$ cat src/rtl/tff_count_ctrl.sv
// ---------------------------------------------------------------------------
// tff_count_ctrl
//   Drives an external bank of WIDTH T flip-flops so that it behaves as a
//   modulo-N up/down counter. Each RUN cycle it reads the bank state q and
//   produces toggle enables t that move the bank one step at the same edge.
//   A run lasts a programmed number of wrap-arounds, then done pulses.
//
// Optional feature macro: TFFCTRL_PAUSE_EN (adds the pause input).
//
// Ports:
//   CLK       clock, all state changes on posedge
//   RST       asynchronous active-low reset
//   start     begin a run (sampled in IDLE only)
//   stop      abort the current run, takes priority over start and pause
//   up        count direction, 1 = up (latched at start)
//   modulus   count modulus N, 0 means 2^WIDTH (latched at start)
//   wraps     wrap target, 0 means run until stop (latched at start)
//   pause     (TFFCTRL_PAUSE_EN only) hold the bank and wrap count in RUN
//   q         current bank state
//   t         per-bit toggle enables to the bank
//   clr_n     active-low synchronous clear to the bank
//   busy      high in CLEAR and RUN
//   wrap      high in any RUN cycle where t wraps the count
//   done      one-cycle completion pulse
//   wrap_cnt  wraps completed in the current run (saturating)
// ---------------------------------------------------------------------------
module tff_count_ctrl #(
  parameter int WIDTH = 4,
  parameter int CW    = 8
) (
  input  logic             CLK,
  input  logic             RST,
  input  logic             start,
  input  logic             stop,
  input  logic             up,
  input  logic [WIDTH-1:0] modulus,
  input  logic [CW-1:0]    wraps,
`ifdef TFFCTRL_PAUSE_EN
  input  logic             pause,
`endif
  input  logic [WIDTH-1:0] q,
  output logic [WIDTH-1:0] t,
  output logic             clr_n,
  output logic             busy,
  output logic             wrap,
  output logic             done,
  output logic [CW-1:0]    wrap_cnt
);

  typedef enum logic [1:0] {IDLE, CLEAR, RUN, DONE} state_t;

  state_t           state;
  logic             upLat;
  logic [WIDTH-1:0] modLat;
  logic [CW-1:0]    wrapsLat;

  logic [WIDTH-1:0] maxVal;
  logic [WIDTH-1:0] incT;
  logic [WIDTH-1:0] decT;
  logic [WIDTH-1:0] stepT;
  logic             stepWrap;
  logic             carry;
  logic             borrow;
  logic             advance;
  logic             holdRun;
  logic [CW-1:0]    cntNext;
  logic             hitTarget;

  // Largest count value; modulus 0 underflows to all-ones, i.e. 2^WIDTH.
  assign maxVal = modLat - WIDTH'(1);

  // Toggle pattern for one step from the current bank state.
  // A bit toggles on increment when all lower bits are 1, and on
  // decrement when all lower bits are 0.
  always_comb begin
    incT     = '0;
    decT     = '0;
    stepT    = '0;
    stepWrap = 1'b0;
    carry    = 1'b1;
    borrow   = 1'b1;
    for (int i = 0; i < WIDTH; i++) begin
      incT[i] = carry;
      decT[i] = borrow;
      carry   = carry & q[i];
      borrow  = borrow & ~q[i];
    end
    if (upLat) begin
      if (q >= maxVal) begin
        stepT    = q;
        stepWrap = 1'b1;
      end else begin
        stepT = incT;
      end
    end else if (q == '0) begin
      stepT    = maxVal;
      stepWrap = 1'b1;
    end else if (q <= maxVal) begin
      stepT = decT;
    end else begin
      // Out-of-range state: jump straight to maxVal without counting a wrap.
      stepT = q ^ maxVal;
    end
  end

`ifdef TFFCTRL_PAUSE_EN
  assign holdRun = pause;
`else
  assign holdRun = 1'b0;
`endif

  // The bank only moves in RUN cycles that are neither aborted nor paused.
  assign advance   = (state == RUN) && !stop && !holdRun;
  assign t         = advance ? stepT : '0;
  assign wrap      = advance && stepWrap;

  assign cntNext   = wrap_cnt + CW'(1);
  assign hitTarget = (wrapsLat != '0) && (cntNext == wrapsLat);

  // Remaining outputs decode straight from the state register.
  assign clr_n = (state != CLEAR);
  assign busy  = (state == CLEAR) || (state == RUN);
  assign done  = (state == DONE);

  // Sequencer: latches config on start, counts wraps and ends the run
  // either on the wrap target (through DONE) or on stop (straight to IDLE).
  always_ff @(posedge CLK or negedge RST) begin
    if (!RST) begin
      state    <= IDLE;
      upLat    <= 1'b0;
      modLat   <= '0;
      wrapsLat <= '0;
      wrap_cnt <= '0;
    end else begin
      case (state)
        IDLE: begin
          if (start && !stop) begin
            upLat    <= up;
            modLat   <= modulus;
            wrapsLat <= wraps;
            wrap_cnt <= '0;
            state    <= CLEAR;
          end
        end
        CLEAR: begin
          state <= stop ? IDLE : RUN;
        end
        RUN: begin
          if (stop) begin
            state <= IDLE;
          end else if (advance && stepWrap) begin
            if (wrap_cnt != '1) begin
              wrap_cnt <= cntNext;
            end
            if (hitTarget) begin
              state <= DONE;
            end
          end
        end
        default: begin
          state <= IDLE;
        end
      endcase
    end
  end

endmodule

$ cat config.mk
export PLATFORM = sky130hd
export DESIGN_NAME = tff_count_ctrl
export DESIGN_NICKNAME = d
export VERILOG_FILES = /design/src/rtl/tff_count_ctrl.sv
export SDC_FILE = /design/constraint.sdc
export NUM_CORES = 1
export LEC_CHECK = 0
export BUFFER_PORTS_ARGS = -buffer_cell sky130_fd_sc_hd__buf_2
export CAP_MARGIN = 20
export CORE_AREA = 2 2 78 65
export CTS_BUF_LIST = sky130_fd_sc_hd__clkbuf_8
export DETAILED_ROUTE_END_ITERATION = 10
export DIE_AREA = 0 0 80 67
export PLACE_DENSITY = 0.72
export SLEW_MARGIN = 20
export SYNTH_ARGS = -nofsm -noshare
export SYNTH_HDL_FRONTEND = slang
export SYNTH_SLANG_ARGS = --single-unit
$ cat constraint.sdc
create_clock -name CLK -period 2.4 [get_ports CLK]
set_input_delay 0 -clock CLK [delete_from_list [all_inputs] [get_ports CLK]]
set_output_delay 0 -clock CLK [all_outputs]
set_load 0.005 [all_outputs]
Word-level counts from Yosys, hierarchy flattened
Cells that the tools add are included.
{ "op_classes": {"n_addsub": 2, "order_cmp": 2, "n_eq_ne": 12, "n_mux": 19, "bitwise": 8, "reduce_logical": 13} }
{ "ops": {"columns": ["op", "count"], "rows": [
  ["2-to-1 mux 8 bit", 4],
  ["2-to-1 mux 4 bit", 5],
  ["one-hot mux 8 bit (2 select lines)", 1],
  ["2-to-1 mux 2 bit", 5],
  ["adder 8 x 1 -> 8 bit, second input constant", 1],
  ["equality test 8 bit", 1],
  ["!= test 8 bit, second input constant", 1],
  ["nonzero test 8 bit", 1],
  ["!= test 2 bit, second input constant", 3],
  ["!= test 3 bit, second input constant", 2],
  ["one-hot mux 2 bit (3 select lines)", 1],
  ["AND reduction 5 bit", 1],
  ["bitwise AND 1 bit", 4],
  ["equality test 2 bit, second input constant", 2],
  ["greater-or-equal comparator 4 bit", 1],
  ["<= comparator 4 bit", 1],
  ["logical AND 1 bit", 4],
  ["logical NOT 4 bit", 1],
  ["!= test 2 x 1 -> 1 bit, second input constant", 2],
  ["subtractor 4 x 1 -> 4 bit, second input constant", 1],
  ["XOR 4 bit", 1],
  ["2-to-1 mux 1 bit", 3],
  ["NOT 1 bit", 3],
  ["AND reduction 3 bit", 1],
  ["6 further kinds", 6]
]} }
{ "word_totals": {"ff_bits": 23, "elab_cells": 61} }

Longest topological paths before layout
Gate-level depths: netlist of the first run.
{ "logic_depth": {"depth_word": 8, "depth_mapped": 10} }

Worst setup path after synthesis of the first run
OpenSTA, ideal clock, no wires.
{ "synth_timing": {"path_kind": "register -> register", "startpoint": "reg modLat[0]", "endpoint": "reg wrap_cnt[7]", "setup_ns": 0.121, "arrival_time_ns": 2.185, "setup_slack_ns": 0.094, "path_stages_with_launch": 10, "n_path_buf": 0, "synth_period_minus_slack_ns": 2.306, "path_cell_list": "dfrtp_1 nor3_1 xnor2_1 ha_1 nand4_1 and4_4 a211oi_4 and2_4 o21ai_4 a22o_1"} }
{ "synth_between": {"elab_chain_cells": 7} }
{ "synth_rtl": {"columns": ["element", "line", "text"], "rows": [
  ["start: declaration", "54", "logic [WIDTH-1:0] modLat;"],
  ["start signal: assignment", "139", "modLat <= modulus;"],
  ["subtractor 4 x 1 -> 4 bit", "70", "assign maxVal = modLat - WIDTH'(1);"],
  ["greater-or-equal comparator 4 bit", "89", "if (q >= maxVal) begin"],
  ["2-to-1 mux 1 bit", "89", null],
  ["2-to-1 mux 1 bit", "88", "if (upLat) begin"],
  ["logical AND 1 bit", null, null],
  ["net wrap", "45", "output logic wrap,"],
  ["!= test 2 bit (no line)", null, null],
  ["AND reduction 5 bit (no line)", null, null],
  ["end signal: assignment", "153", "wrap_cnt <= cntNext;"],
  ["end: declaration", "47", "output logic [CW-1:0] wrap_cnt"]
]} }
The timed path passes the listed nets, and every way through them passes these cells.
A chain may end at the register's enable or synchronous reset.

Worst setup path after layout of the first run
{ "layout_timing": {"startpoint": "reg modLat[0]", "endpoint": "out t[2]"} }
{ "layout_between": {"elab_chain_cells": 6, "word_cells_on_any_way": 9, "cone_classes": "add/sub (1); order compare (2); mux (5); bitwise (1)"} }
{ "layout_rtl": {"columns": ["element", "line", "text"], "rows": [
  ["subtractor 4 x 1 -> 4 bit (*)", "70", null],
  ["<= comparator 4 bit or XOR 4 bit (tied branches)", "98, 102", null],
  ["2-to-1 mux 4 bit", "98", "end else if (q <= maxVal) begin"],
  ["2-to-1 mux 4 bit", "95", "end else if (q == '0) begin"],
  ["2-to-1 mux 4 bit (*)", "88", null],
  ["2-to-1 mux 4 bit (*)", "114", "assign t = advance ? stepT : '0;"],
  ["end: declaration", "42", "output logic [WIDTH-1:0] t,"]
]} }
Every way passes the cells marked *; elsewhere a longest branch is shown, timed or not.

==> reports/metrics.yaml, run 1 <==
tightest_slew_ns: 0.6364
arrival_ns: 2.50
drc: 0
die_h_um: 67
synthMuxAreaShare: 0.1030
grt_max_degree: 24
area_delta_synth_final_pct: 32.72
diodes: 0
dr.pass1.iters: 4
max_slew_margin: 0.5744
port_buffers: 36
grt_util_all_layers: 0.1651
grt_pass1_vias: 1455
avgSynthCellArea_um2: 9.412
yosys_most_used_dff: "dfrtp_1"
synth-simple-area-share: 0.2075
fin_tns_setup_ns: -0.3239
nFillCells: 423
synth_top_area_cell: "dfrtp_1"
crit_required_ns: 2.40
synth_fa_ha_area_frac: 0.07305
fmax_mhz: 399.7
hold_slack_ns: 0.07116
synthesis.area_mm2: 0.001713
clkSinkCount: 23
die-area_mm2: 0.005360
ys_warn_count: 0
crit_type: "flip-flop to primary output"
skew_ns: 0.004600
final_area_mm2: 0.002273
fin_util: 0.5036
pin_count: 37
register_area_um2: 575.6
failed_checks: "setup timing"
cp_max_fo: 5
final_antenna_net_count: 0
antenna_found_initial: 0
mostFrequentLayoutCells: "buf_2 (36), dfrtp_1 (23), dlygate4sd3_1 (14)"
htreeDepth: 1
drive_gt1_frac: 0.3388
die_x_um: 80
yosys.area_share.xor_xnor: 0.07159
clk-insertion-delay-late_ns: 0.26
rows: 22
hold_violations: 0
synth_area_leaders: "dfrtp_1 (34%), mux2_2 (8.5%), ha_1 (7.3%)"
synth_cell_type_count: 49
synthCells: 182
core_area_mm2: 0.004514
p_leak_nw: 1.023
synth_top_family_by_area: "simple AND/OR/NAND/NOR gates"
drv_cap: 0
multi_input_area_mm2: 0.001136
end_kind: "primary output"
cp-start-kind: "flip-flop"
root_buffer: "clkbuf_8"
routabilityCongestion: 0.8423
drt_iter0_markers: 162
syn-num-nets: 213
power_density_mw_per_mm2: 1054
synth_compound_area_frac: 0.1731
status: "finished with violations"
min_path_cells: 4
final_common_cell: "buf_2"
place_hpwl_mm: 3.034
cts_buffers: 3
overflow: 0
preCtsSetupSlack_ns: -0.06547
final_max_slew_viol_count: 0
vias: 1578
fin_crit_sh: 1.042
async_reset_ff_frac: 1.000
yosys.area.top_type_share: 0.3360
synth-edff-count: 0
ys_seq_area_frac: 0.3360
wl_mm: 4.203
ff2ff_path_depth: 9
clockBufferDepth: 2
setup_viol_count_final: 6
start_util: 0.3794
ys_seq_elements: 23
cts_tree: "done"
dpl_cell_area_mm2: 0.001989
viasPerCell: 5.225
ir_drop_uv: 473.9
wl_per_cell_um: 13.92
clkTransAtPathRegs_ns: 0.08
fin_ws_ns: -0.1018
min_period_ns: 2.502
fin_nets: 274
rsz0062_at_grt: "yes"
hp-class: "input port to flip-flop"
grt_pass1_wl_mm: 6.975
cell families after synthesis:
logic type      Yosys count
mux                      16
buf+inv                  15
flops                    23
simple gates             63
xor+xnor                 14
fa+ha+maj                10
compound gates           41
power breakdown:
part | total, mW | switching, mW | internal (mW)
registers | 0.659 | 0.145 | 0.515
clock network | 0.244 | 0.128 | 0.116
logic | 1.49 | 0.751 | 0.742
per-layer routing:
metal	vias up	part of all wire	GRT usage
li1	781	-	-
met1	732	0.50	0.2469
met2	57	0.42	0.2448
met3	8	0.066	0.02981
met4	0	0.015	0.03814
met5	-	0	0
critical path: stages (launching register included):
cell and delay (ns):
dfrtp_1 0.42, inv_2 0.07, ha_4 0.28, ha_4 0.20, nor2b_1 0.12, o211ai_1 0.28
buf_4 0.18, a21boi_4 0.07, o311ai_1 0.31, and3_1 0.20, buf_2 0.10
path summary, 6_finish.rpt:
kind	start	endpoint	slack, ns
setup / recovery	modLat[0]	t[2]	-0.10
hold / removal	stop	state[1]	0.07
setup reg to reg	modLat[0]	wrap_cnt[7]	-0.06
hold reg to reg	wrapsLat[1]	wrapsLat[1]	0.54
max in group asynchronous	RST	wrapsLat[7]	1.80
min in group asynchronous	RST	wrap_cnt[5]	0.24
per-stage QoR:
stage                     instances  power, mW
after floorplan                 182      1.538
after detailed placement        279      1.856
after global routing            302      2.581
final                           302      2.397
after global placement          279      1.836
after CTS                       301      2.303
cells in the mapped netlist (2+ instances only):
master	instances
nor2b_1	3
nor3_1	3
o2bb2ai_1	2
mux2_2	13
o22a_1	5
nand4_1	2
and3_1	3
o21ai_0	6
nand3_1	8
ha_1	10
a21oi_1	12
xor2_1	4
mux2i_1	3
nor4_1	2
buf_2	4
nor2_1	13
and2_1	2
inv_1	9
nand2_1	13
nand2b_1	3
o211ai_1	2
dfrtp_1	23
o21ai_1	2
xnor2_1	10
sequential cells by signal, summed over array words and instances, names as in the netlist:
register	flops
wrap_cnt	8
wrapsLat	8
modLat	4
state	2
upLat	1
area by class of cell:
cell class | count | area share
Multi-Input combinational cell | 144 | 0.4997
Clock inverter | 1 | 0.002201
Timing Repair Buffer | 61 | 0.1772
Clock buffer | 3 | 0.01816
Tap cell | 60 | 0.03302
Sequential cell | 23 | 0.2532
Inverter | 10 | 0.01651
what timing repair did:
action / in CTS / in global routing
gates resized for setup: 7 / 3
hold buffers: 14 / 0
hold endpoints to repair: 36 / 0
pin swaps: 6 / 1
setup buffers: 5 / 1
setup endpoints to repair: 12 / 14
gates cloned: 0 / 0
No activity file was read; power rests on OpenSTA's default activity.
==> run 2: changes to the inputs <==
CORE_AREA = 2 2 50 99   (was 2 2 78 65)
DIE_AREA = 0 0 52 101   (was 0 0 80 67)
==> reports/metrics.yaml, run 2 (same netlist as run 1, synthesis figures left out) <==
cp-start-kind: "flip-flop"
drive_gt1_frac: 0.4229  # +0.08408
nFillCells: 380  # -10%
overflow: 0  # unchanged
ff2ff_path_depth: 12  # +3
dpl_cell_area_mm2: 0.001976  # -0.69%
cts_tree: "done"
final_area_mm2: 0.002481  # +9.1%
drc: 0  # unchanged
clkTransAtPathRegs_ns: 0.08  # about the same
min_period_ns: 2.561  # +0.05907 ns
fin_ws_ns: -0.1609  # -0.05908 ns
final_antenna_net_count: 0  # unchanged
failed_checks: "setup timing"
path_cells: "buf_6 > nor3_4 > xnor2_2 > ha_4 > o211ai_1 > buf_4 > buf_6 > a211oi_4 > buf_6 > nand4_4 > nor3_2 > o22a_1"
pin_count: 37  # unchanged
root_buffer: "clkbuf_8"
status: "finished with violations"
crit_type: "flip-flop to flip-flop"
rsz0062_at_grt: "yes"
arrival_ns: 2.77  # +0.27 ns
setup_viol_count_final: 13  # +7
fin_nets: 285  # +4.0%
viasPerCell: 5.503  # +5.3%
wl_per_cell_um: 15.51  # +11%
p_leak_nw: 1.102  # +7.7%
place_hpwl_mm: 3.042  # +0.27%
vias: 1695  # +7.4%
area_delta_synth_final_pct: 44.85
clkSinkCount: 23  # unchanged
clockBufferDepth: 2  # unchanged
die_x_um: 52  # -35%
hp-class: "input port to flip-flop"
core_area_mm2: 0.004511  # about the same
reg_top3: "wrap_cnt (8), wrapsLat (8), modLat (4)"
crit_required_ns: 2.61  # +0.21 ns
reg2reg_slack_ns: -0.16  # -0.10 ns
multi_input_area_mm2: 0.001242  # +9.4%
rr_endpoint: "wrap_cnt[6]"
power_density_mw_per_mm2: 1195  # +13%
final_common_cell: "buf_2"
mostFrequentLayoutCells: "buf_2 (35), dfrtp_1 (22), buf_4 (17)"
min_path_cells: 4  # unchanged
fin_util: 0.5501  # +0.04647
start_util: 0.3798  # about the same
skew_ns: 0.002211  # -0.002389 ns
crit_family: "buffers and inverters"
die-area_mm2: 0.005252  # -2.0%
grt_max_degree: 24  # unchanged
routabilityCongestion: 0.8821  # +4.7%
preCtsSetupSlack_ns: -0.07407  # -0.008595 ns
fmax_mhz: 390.5  # -2.3%
clk-insertion-delay-late_ns: 0.26  # about the same
critPathMostFrequentCell: "buf_6"
dr.pass1.iters: 4  # unchanged
ir_drop_uv: 928.4  # +96%
wl_mm: 4.778  # +14%
drv_cap: 0  # unchanged
critical_path_buf_inv_count: 4  # +1
grt_util_all_layers: 0.1751  # +0.01004
grt_pass1_wl_mm: 7.217  # +3.5%
holdPathEnd: "state[1]"
end_kind: "flip-flop"
worst_path_max_delay_cell: "dfrtp_1"
antenna_found_initial: 0  # unchanged
port_buffers: 36  # unchanged
hold_slack_ns: 0.1331  # +0.06192 ns
max_slew_margin: 0.5872  # +0.01279
htreeDepth: 1  # unchanged
die_h_um: 101  # +51%
tightest_slew_ns: 0.6173  # -0.01912 ns
max_stage_delay_ns: 0.40  # -0.02 ns
diodes: 0  # unchanged
hp-start: "stop"
final_max_slew_viol_count: 0  # unchanged
rows: 35  # +59%
drt_iter0_markers: 43  # -73%
fin_crit_sh: 1.067  # +0.02461
cts_buffers: 3  # unchanged
r2r_start: "modLat[0]"
register_area_um2: 576.8  # +0.22%
hold_violations: 0  # unchanged
cp_max_fo: 6  # +1
grt_pass1_vias: 1629  # +12%
-- run 2: changes by cell type in the layout (fill, tap and decap cells not counted), sizes merged --
cell,previous run,this run
inv,10,11
buf,47,58
clkinv,1,0
-- run 2: final cells by class --
cell class / instances / share of cell area
Timing Repair Buffer: 72 / 0.2057
Multi-Input combinational cell: 144 / 0.5008
Tap cell: 55 / 0.02774
Clock inverter: 1 / 0.001513
Clock buffer: 3 / 0.01664
Inverter: 10 / 0.01513
Sequential cell: 23 / 0.2325
-- run 2: tightest hold or removal path: cells and delay by family --
family	cells	cell delay, ns
simple gates	1	0.05
buf+inv	1	0.14
compound gates	1	0.09
mux	1	0.07
-- run 2: metrics by stage --
step	instances	setup TNS [ns]	total power, mW
finish	308	-1.083	2.964
global route	308	-3.023	3.164
CTS	304	-0.07444	2.520
detailed placement	273	-0.2888	1.848
global placement	273	-0.006956	1.792
floorplan	182	0	1.538
-- run 2: worst max-delay path by stage --
stage,slack (ns),to,cells past startpoint,startpoint
global route,-0.31,t[1],11,modLat[0]
finish,-0.16,wrap_cnt[6],12,modLat[0]
floorplan,0.09,wrap_cnt[7],9,modLat[0]
detailed placement,-0.07,t[2],9,modLat[0]
global placement,-0.007,t[2],10,modLat[0]
CTS,-0.03,wrap_cnt[6],10,modLat[0]
-- run 2: per-layer routing --
metal,vias to the layer above,track usage,wire length (um)
li1,807,-,-
met1,814,0.2081,1937
met2,60,0.3096,2551
met3,14,0.02967,169
met4,0,0.05466,120
met5,-,0,0
-- run 2: report_power, final --
part	internal, mW	total (mW)	switching (mW)
logic	1.11	2.06	0.949
clock network	0.114	0.237	0.123
registers	0.516	0.669	0.152
-- run 2: repair_timing --
action / 4_1_cts / 5_1_grt
gates resized for setup: 12 / 23
endpoints found under the setup margin: 13 / 15
pin swaps: 12 / 20
hold buffers: 14 / 0
endpoints found under the hold margin: 36 / 0
setup buffers: 13 / 5
==> run 3: changes to the inputs <==
CTS_BUF_LIST = not set   (was sky130_fd_sc_hd__clkbuf_8)
==> reports/metrics.yaml, run 3 (same netlist as run 1, synthesis figures left out) <==
crit_required_ns: 2.61  # about the same
root_buffer: "clkbuf_8"
cp-start-kind: "flip-flop"
fin_ws_ns: -0.1605  # +0.0003690 ns
dpl_cell_area_mm2: 0.001976  # unchanged
drt_iter0_markers: 43  # unchanged
final_antenna_net_count: 0  # unchanged
core_area_mm2: 0.004511  # unchanged
dr.pass1.iters: 4  # unchanged
status: "finished with violations"
drc: 0  # unchanged
grt_util_all_layers: 0.1751  # unchanged
hold_slack_ns: 0.1333  # +0.0002470 ns
grt_max_degree: 24  # unchanged
final_area_mm2: 0.002481  # unchanged
die_x_um: 52  # unchanged
clkTransAtPathRegs_ns: 0.08  # about the same
htreeDepth: 1  # unchanged
clockBufferDepth: 2  # unchanged
fin_tns_setup_ns: -1.078  # +0.004460 ns
worst_path_max_delay_cell: "dfrtp_1"
port_buffers: 36  # unchanged
drive_gt1_frac: 0.4229  # unchanged
die-area_mm2: 0.005252  # unchanged
min_period_ns: 2.561  # -0.0003690 ns
hp-class: "input port to flip-flop"
fmax_mhz: 390.5  # about the same
routabilityCongestion: 0.8821  # unchanged
tightest_slew_ns: 0.6173  # unchanged
hold_violations: 0  # unchanged
arrival_ns: 2.77  # about the same
cp_max_fo: 6  # unchanged
fin_crit_sh: 1.067  # about the same
clkSinkCount: 23  # unchanged
die_h_um: 101  # unchanged
max_stage_delay_ns: 0.40  # about the same
diodes: 0  # unchanged
vias: 1695  # unchanged
max_slew_margin: 0.5872  # unchanged
cts_tree: "done"
crit_type: "flip-flop to flip-flop"
antenna_found_initial: 0  # unchanged
grt_pass1_wl_mm: 7.217  # unchanged
preCtsSetupSlack_ns: -0.07407  # unchanged
mostFrequentLayoutCells: "buf_2 (35), dfrtp_1 (22), buf_4 (17)"
viasPerCell: 5.503  # unchanged
ir_drop_uv: 927.7  # about the same
rsz0062_at_grt: "yes"
critPathMostFrequentCell: "buf_6"
area_delta_synth_final_pct: 44.85  # unchanged
place_hpwl_mm: 3.042  # unchanged
clk-insertion-delay-late_ns: 0.26  # about the same
rows: 35  # unchanged
fin_nets: 285  # unchanged
cts_buffers: 3  # unchanged
pin_count: 37  # unchanged
wl_mm: 4.778  # unchanged
end_kind: "flip-flop"
p_leak_nw: 1.098  # -0.38%
grt_pass1_vias: 1629  # unchanged
drv_cap: 0  # unchanged
final_max_slew_viol_count: 0  # unchanged
final_common_cell: "buf_2"
setup_viol_count_final: 13  # unchanged
path_cells: "buf_6 > nor3_4 > xnor2_2 > ha_4 > o211ai_1 > buf_4 > buf_6 > a211oi_4 > buf_6 > nand4_4 > nor3_2 > o22a_1"
power_density_mw_per_mm2: 1196  # +0.13%
failed_checks: "setup timing"
wl_per_cell_um: 15.51  # unchanged
fin_util: 0.5501  # unchanged
overflow: 0  # unchanged
reg_top3: "wrap_cnt (8), wrapsLat (8), modLat (4)"
skew_ns: 0.002453  # +0.0002423 ns
start_util: 0.3798  # unchanged
==> run 3: path summary, 6_finish.rpt <==
path                              from          end  slack (ns)  cells past startpoint
max reg2reg                  modLat[0]  wrap_cnt[6]       -0.16                     12
min in group asynchronous          RST  wrap_cnt[3]        0.24                      2
max                          modLat[0]  wrap_cnt[6]       -0.16                     12
max in group asynchronous          RST    modLat[1]        1.78                      2
min                               stop     state[1]        0.13                      4
min reg2reg                wrapsLat[1]  wrapsLat[1]        0.53                      1
==> run 3: area by class of cell <==
cell class	count	area [um2]
fillers	380	2029
multi-input cells	144	1242
flip-flops and latches	23	576.8
repair buffers	72	510.5
well taps	55	68.82
clock buffers	4	45.04
inverters	10	37.54
==> run 3: report_power, final <==
part / switching (mW) / total, mW / internal (mW)
sequential: 0.152 / 0.669 / 0.517
clock: 0.123 / 0.241 / 0.118
combinational: 0.949 / 2.06 / 1.11
==> run 3: metrics by stage <==
| stage | instances | power, mW |
|---|---|---|
| 2_1_floorplan | 182 | 1.538 |
| 3_3_place_gp | 273 | 1.792 |
| 3_5_place_dp | 273 | 1.848 |
| 4_1_cts | 304 | 2.524 |
| 5_1_grt | 308 | 3.168 |
| 6_report | 308 | 2.968 |
==> run 3: layer usage <==
metal | GRT usage | part of all wire | vias to the layer above
met4 | 0.05466 | 0.025 | 0
met1 | 0.2081 | 0.41 | 814
li1 | - | - | 807
met3 | 0.02967 | 0.035 | 14
met5 | 0 | 0 | -
met2 | 0.3096 | 0.53 | 60
==> run 3: worst max-delay path: cells and delay by family (launching register included) <==
| kind | cells | cell delay (ns) |
|---|---|---|
| buffers and inverters | 4 | 0.58 |
| DFF | 1 | 0.40 |
| xor gates and xnor gates | 1 | 0.12 |
| adders and majority gates | 1 | 0.31 |
| AOI/OAI and AO/OA | 3 | 0.51 |
| and+or+nand+nor | 3 | 0.57 |
==> run 3: what timing repair did <==
action | in CTS | in global routing
pin swaps | 12 | 20
buffers inserted | 13 | 5
setup endpoints to repair | 13 | 15
resized for setup | 12 | 23
cloned | 0 | 0
endpoints found under the hold margin | 36 | 0
hold buffers | 14 | 0
